--- config.mk ---
export PLATFORM = sky130hd
export DESIGN_NAME = out_port_tx
export DESIGN_NICKNAME = d
export VERILOG_FILES = /design/src/rtl/out_port_tx.sv
export SDC_FILE = /design/constraint.sdc
export NUM_CORES = 1
export LEC_CHECK = 0
export CORE_ASPECT_RATIO = 1.5
export CORE_MARGIN = 10
export CORE_UTILIZATION = 50
export DETAILED_ROUTE_END_ITERATION = 6
export PLACE_DENSITY = 0.7
export RECOVER_POWER = 25
export SKIP_LAST_GASP = 1
export SYNTH_ARGS = -nofsm -noshare
export SYNTH_HDL_FRONTEND = slang
export SYNTH_SLANG_ARGS = --single-unit
--- constraint.sdc ---
create_clock -name i_clk -period 5.67 [get_ports i_clk]
set_input_delay 1.134 -clock i_clk [delete_from_list [all_inputs] [get_ports i_clk]]
set_output_delay 1.134 -clock i_clk [all_outputs]
set_load 0.005 [all_outputs]
--- src/rtl/out_port_tx.sv ---
// Output-port transmitter: latches OUT writes for display, queues them in a small FIFO
// and sends each byte as 8N1 UART on o_tx. A write that finds the FIFO full is dropped.
module out_port_tx #(
   parameter int CLKS_PER_BIT = 16,
   parameter int FIFO_DEPTH   = 4
) (
   input  logic       i_clk,
   input  logic       i_reset,
   input  logic       i_wrOut,
   input  logic [7:0] i_bus,
   output logic       o_tx,
   output logic [7:0] o_display,
   output logic       o_full,
   output logic       o_busy,
   output logic       o_overflow
);
   localparam int AW = $clog2(FIFO_DEPTH);
   localparam int BW = $clog2(CLKS_PER_BIT);
   localparam logic [BW-1:0] BAUD_LAST = BW'(CLKS_PER_BIT - 1);
   localparam logic [AW:0]   DEPTH_C   = (AW + 1)'(FIFO_DEPTH);

   typedef enum logic [1:0] {IDLE, START, DATA, STOP} state_t;

   state_t        state;
   logic [BW-1:0] baud;
   logic [2:0]    bit_idx;
   logic [7:0]    shift;
   logic [7:0]    mem [FIFO_DEPTH];
   logic [AW-1:0] wr_ptr;
   logic [AW-1:0] rd_ptr;
   logic [AW:0]   count;
   logic          baud_last;
   logic          full;
   logic          pop;
   logic          push;

   // A pop on the same edge frees a slot, so a write into a full FIFO still lands.
   always_comb begin
      baud_last = (baud == BAUD_LAST);
      full      = (count == DEPTH_C);
      pop       = (count != '0) && ((state == IDLE) || ((state == STOP) && baud_last));
      push      = i_wrOut && (!full || pop);
   end

   assign o_full = full;
   assign o_busy = (count != '0) || (state != IDLE);

   always_ff @(posedge i_clk) begin
      if (push)
         mem[wr_ptr] <= i_bus;
      if (pop)
         shift <= mem[rd_ptr];
      else if ((state == DATA) && baud_last)
         shift <= {1'b0, shift[7:1]};
   end

   always_ff @(posedge i_clk) begin
      if (i_reset) begin
         state      <= IDLE;
         o_tx       <= 1'b1;
         o_display  <= 8'h00;
         o_overflow <= 1'b0;
         wr_ptr     <= '0;
         rd_ptr     <= '0;
         count      <= '0;
         baud       <= '0;
         bit_idx    <= '0;
      end else begin
         if (i_wrOut) begin
            o_display <= i_bus;
            if (!push)
               o_overflow <= 1'b1;
         end
         if (push)
            wr_ptr <= wr_ptr + 1'b1;
         if (pop)
            rd_ptr <= rd_ptr + 1'b1;
         if (push && !pop)
            count <= count + 1'b1;
         else if (pop && !push)
            count <= count - 1'b1;

         case (state)
            IDLE: begin
               o_tx <= 1'b1;
               baud <= '0;
               if (pop) begin
                  state <= START;
                  o_tx  <= 1'b0;
               end
            end
            START: begin
               if (baud_last) begin
                  baud    <= '0;
                  bit_idx <= '0;
                  state   <= DATA;
                  o_tx    <= shift[0];
               end else begin
                  baud <= baud + 1'b1;
               end
            end
            DATA: begin
               if (baud_last) begin
                  baud <= '0;
                  if (bit_idx == 3'd7) begin
                     state <= STOP;
                     o_tx  <= 1'b1;
                  end else begin
                     // shift moves right on this same edge, so the next bit is shift[1]
                     bit_idx <= bit_idx + 1'b1;
                     o_tx    <= shift[1];
                  end
               end else begin
                  baud <= baud + 1'b1;
               end
            end
            STOP: begin
               if (baud_last) begin
                  baud <= '0;
                  if (pop) begin
                     state <= START;
                     o_tx  <= 1'b0;
                  end else begin
                     state <= IDLE;
                     o_tx  <= 1'b1;
                  end
               end else begin
                  baud <= baud + 1'b1;
               end
            end
            default: begin
               state <= IDLE;
               o_tx  <= 1'b1;
            end
         endcase
      end
   end
endmodule

Word-level counts from Yosys, hierarchy flattened
Memory sizes are Yosys's and may differ from the RTL's. A register that Yosys moved wholly into a read port is not among the register bits.
Index checks and enable logic that the tools add are counted.
- input bits: 11
- bits in registers: 34
- memories: 1
- word-level logic and storage cells: 80
- memory bits (writable): 32
- output and inout port bits: 12
- memories (name ; depth ; bits a word ; read ports ; clocked after memory_dff ; write ports ; line ; RTL):
    mem ; 4 ; 8 ; 1 ; 1 ; 1 ; 28 ; logic [7:0] mem [FIFO_DEPTH];
- reductions and logical operators: 23
- mux-type cells: 27
- equality and inequality tests: 12
- add/subtract/negate cells: 6
- bitwise gates (word level): 1
- operators with widths (kind ; number):
    $mux 8 ; 2
    $mux 3 ; 5
    $mux 2 ; 7
    $ne 2x2->1 const B ; 5
    $mux 1 ; 8
    $pmux 2 s4 ; 1
    $pmux 4 s2 ; 1
    $reduce_bool 2->1 ; 4
    $add 3x1->3 const B ; 2
    $eq 3x3->1 const B ; 2
    $logic_and 1x1->1 ; 6
    $pmux 3 s2 ; 1
    $reduce_and 5->1 ; 1
    $add 2x1->2 const B ; 2
    $add 4x1->4 const B ; 1
    $eq 2x2->1 const B ; 2
    $eq 4x4->1 const B ; 1
    $mux 4 ; 1
    $pmux 1 s4 ; 1
    $reduce_and 4->1 ; 1
    $logic_not 1->1 ; 3
    $logic_or 1x1->1 ; 3
    $reduce_and 3->1 ; 1
    $reduce_bool 3->1 ; 1
    other kinds (7) ; 7

Logic depth before layout (Yosys ltp)
- word-level depth: 10
- depth in mapped cells: 11
- gate-level depth less buffers: 11

Least setup slack after synthesis
Ideal clock, no wire load.
- path kind: input -> register
- start point: input i_wrOut
- end point: register count[2]
- path buffers: 1
- arrival time: 2668 ps
- path slack: 2931 ps
- stages on the path: 8
- setup time: 71 ps
- data required time: 5599 ps
- cells stage by stage: buf_8 > a21boi_4 > ha_1 > inv_1 > fa_1 > xor2_1 > or3_1 > a21oi_1
- cells in the longest elaborated chain, start to end: 4
- elaborated cells on any way between the ends: 6
- those cells by class: mux: 1; reduce/logical: 5
- RTL lines (element ; line ; RTL):
    from (decl) ; 9 ; input logic i_wrOut,
    $logic_and 1x1->1 (*) ; 42 ; push = i_wrOut && (!full || pop);
    net push ; 35 ; logic push;
    $logic_not 1->1 ; 80 ; else if (pop && !push)
    $logic_and 1x1->1 ; 80 ;
    $reduce_bool 2->1 (no line) ; -- ;
    to (signal assigned) ; 79 ; count <= count + 1'b1;
    to (signal assigned) ; 81 ; count <= count - 1'b1;
    to (decl) ; 31 ; logic [AW:0] count;
The timed path passes the listed nets; every way through them passes the cells marked *.
A chain may end at the register's enable or synchronous reset.

Final worst setup path
Same ends and word-level chain as after synthesis.

==> reports/metrics.yaml <==
placement:
  finalWeightedCongestion: 0.749
  hpwl_um: 3620
  post_dp_cell_area_mm2: 0.00318
  io_buffer_count: 22
cts:
  cts_tree: "done"
  clk_path_buf_depth: 2
  clock-root-buffer: "clkbuf_8"
  htree_levels: 3
  post_cts_resized: 0
  postCtsHoldBufs: 0
  numCtsBuffers: 9
  cts.sink_count: 68
  clk-insertion-delay-late_ns: 0.34
  cts_setup_buffers: 0
  clk_pin_slew_worst_paths_ns: 0.08
synthesis:
  synth_flop_cell: "edfxtp_1"
  synth.avg_cell_area_um2: 14.3
  syn_nets: 229
  synth_edf_count: 40
  ys_ff_latch: 68
  synth_simple_gate_area_frac: 0.101
  synthAdderAreaFrac: 0.0628
  yosys.cell_types.count: 41
  synth.area.top_cells: "edfxtp_1 (41%), dfxtp_1 (19%), mux4_2 (6.2%)"
  synth_cells: 204
  synth_mux_area_frac: 0.123
  synth_top_family_by_area: "multiplexers"
  synthesis.area_mm2: 0.00291
  async_reset_ff_frac: 0
  yosys_warnings: 0
  yosysSeqAreaShare: 0.606
  synth-compound-area-share: 0.0628
  synth_area_leader_cell: "edfxtp_1"
  synth_top_area_share: 0.413
  synth-xor-area-share: 0.0211
timing:
  final.setup.tns_ns: 0
  max_slew.worst_pin.slew_ns: 1.03
  finalHoldViolCount: 0
  final.setup_skew_ns: 0.0130
  finalCritPeriodShare: 0.581
  hold_ws_ns: 0.466
  slew_headroom: 0.310
  rsz0062_at_grt: "false"
  fmax_ghz: 0.304
  final_max_slew_viol_count: 0
  setup_viol: 0
  period_needed_ns: 3.29
global_route:
  grt_pass1_wl_um: 8650
  grt_pass1_vias: 1785
  track_usage: 0.120
  grt_max_degree: 29
  antenna_found_initial: 0
  gr-total-overflow: 0
cells_and_area:
  nFillCells: 467
  final_common_cell: "edfxtp_1"
  num_antenna_cells: 0
  multi_input_area_mm2: 0.00108
  mostFrequentLayoutCells: "edfxtp_1 (40), dfxtp_1 (28), nor2_1 (18)"
  nNetsFinal: 255
  final_cell_area_mm2: 0.00335
  drive_above_1_share: 0.174
  seq_area_mm2: 0.00176
  syn_to_final_growth_pct: 15.0
setup_path:
  critical_path.max_stage_delay_ns: 0.81
  crit_family: "buffers and inverters"
  start_kind: "primary input"
  required_ns: 5.92
  cp_num_buf_inv: 2
  critPathArrivalTime_ns: 3.55
  crit_chain: "clkdlybuf4s50_1 -> a21boi_4 -> ha_1 -> inv_1 -> fa_1 -> xor2_1 -> or3_1 -> a21oi_1"
  slowest_stage: "clkdlybuf4s50_1"
  crit_type: "in2reg"
  path_max_fanout: 10
  end_kind: "register"
floorplanning:
  initial_utilization: 0.507
  placementRows: 34
  die_h_um: 113
  dieArea_mm2: 0.00933
  die_width_um: 82.3
  ioPinCount: 23
  fp.coreArea_mm2: 0.00574
route:
  drtIter0Drc: 112
  wl_per_cell_um: 16.2
  dr.pass1.iters: 4
  num_vias: 1646
  final_antenna_net_count: 0
  route.detailed.drc: 0
  vias_per_cell: 5.36
  drt_wl_total_um: 4990
power_and_ir_drop:
  total_leakage_power_nw: 1.20
  powerDensity_mw_per_mm2: 444
  peakVddDrop_uv: 204
flow_run:
  maxCapViolCount: 0
min_path:
  hp-class: "reg2reg"
outcome:
  status: "completed"
## registers in the layout, summed over array words and instances, names as in the netlist, named ones only
register and flops:
o_display 8, rd_ptr 2, count 3, baud 4, o_overflow 1, wr_ptr 2
shift 8, bit_idx 3, o_tx 1, mem 32, state 2
## routing by layer
metal	vias up	part of all wire	track usage
met5	-	0	0
met4	0	0.012	0.0547
met3	5	0.036	0.0339
met2	28	0.54	0.206
met1	805	0.41	0.130
li1	808	-	-
## final timing paths
kind,start,to,depth (start not counted),slack [ns]
max reg2reg,state[0],count[2],11,2.95
max,i_wrOut,count[2],8,2.38
min reg2reg,baud[0],baud[0],1,0.47
min,baud[0],baud[0],1,0.47
## through the flow
step            util  power [mW]  std cells  setup WS (ns)
2_1_floorplan      -        1.05        204           2.93
3_3_place_gp   0.553        1.15        291           2.07
3_5_place_dp   0.553        1.17        291           2.01
4_1_cts        0.583        1.51        307           2.37
5_1_grt        0.583        1.59        307           2.24
6_report       0.583        1.48        307           2.38
## cell usage after synthesis, types with 2 or more instances
master	number
a21oi_1	4
a22oi_1	2
a31oi_1	3
and2_1	2
and2_2	4
buf_1	3
dfxtp_1	28
edfxtp_1	40
ha_1	13
inv_1	7
mux2_2	7
mux2i_1	10
mux4_2	8
nand2_1	8
nand3_1	2
nand4_1	2
nor2_1	18
nor3_1	3
nor3b_2	2
nor4_1	2
o21ai_0	8
o21ai_1	3
or3_1	2
xnor2_1	4
xor2_1	3
## power breakdown
group | leakage [nW] | switching [mW] | internal, mW
sequential | 0.600 | 0.0683 | 0.635
combinational | 0.517 | 0.212 | 0.229
clock | 0.0799 | 0.181 | 0.158
total | 1.20 | 0.462 | 1.02
## logic make-up after synthesis
family,Yosys count
AO/OA/AOI/OAI,25
XOR/XNOR,7
adder cells (fa/ha/maj),14
buffers and inverters,14
flip-flops,68
multiplexers,25
AND/OR/NAND/NOR,51
## area by class of cell
class	count	share of cell area
clock buffers	10	0.0381
clock inverters	6	0.0123
multi-input cells	122	0.322
repair buffers	22	0.0658
inverters	7	0.00785
well taps	72	0.0269
flip-flops and latches	68	0.527
(Power assumes the default switching activity.)
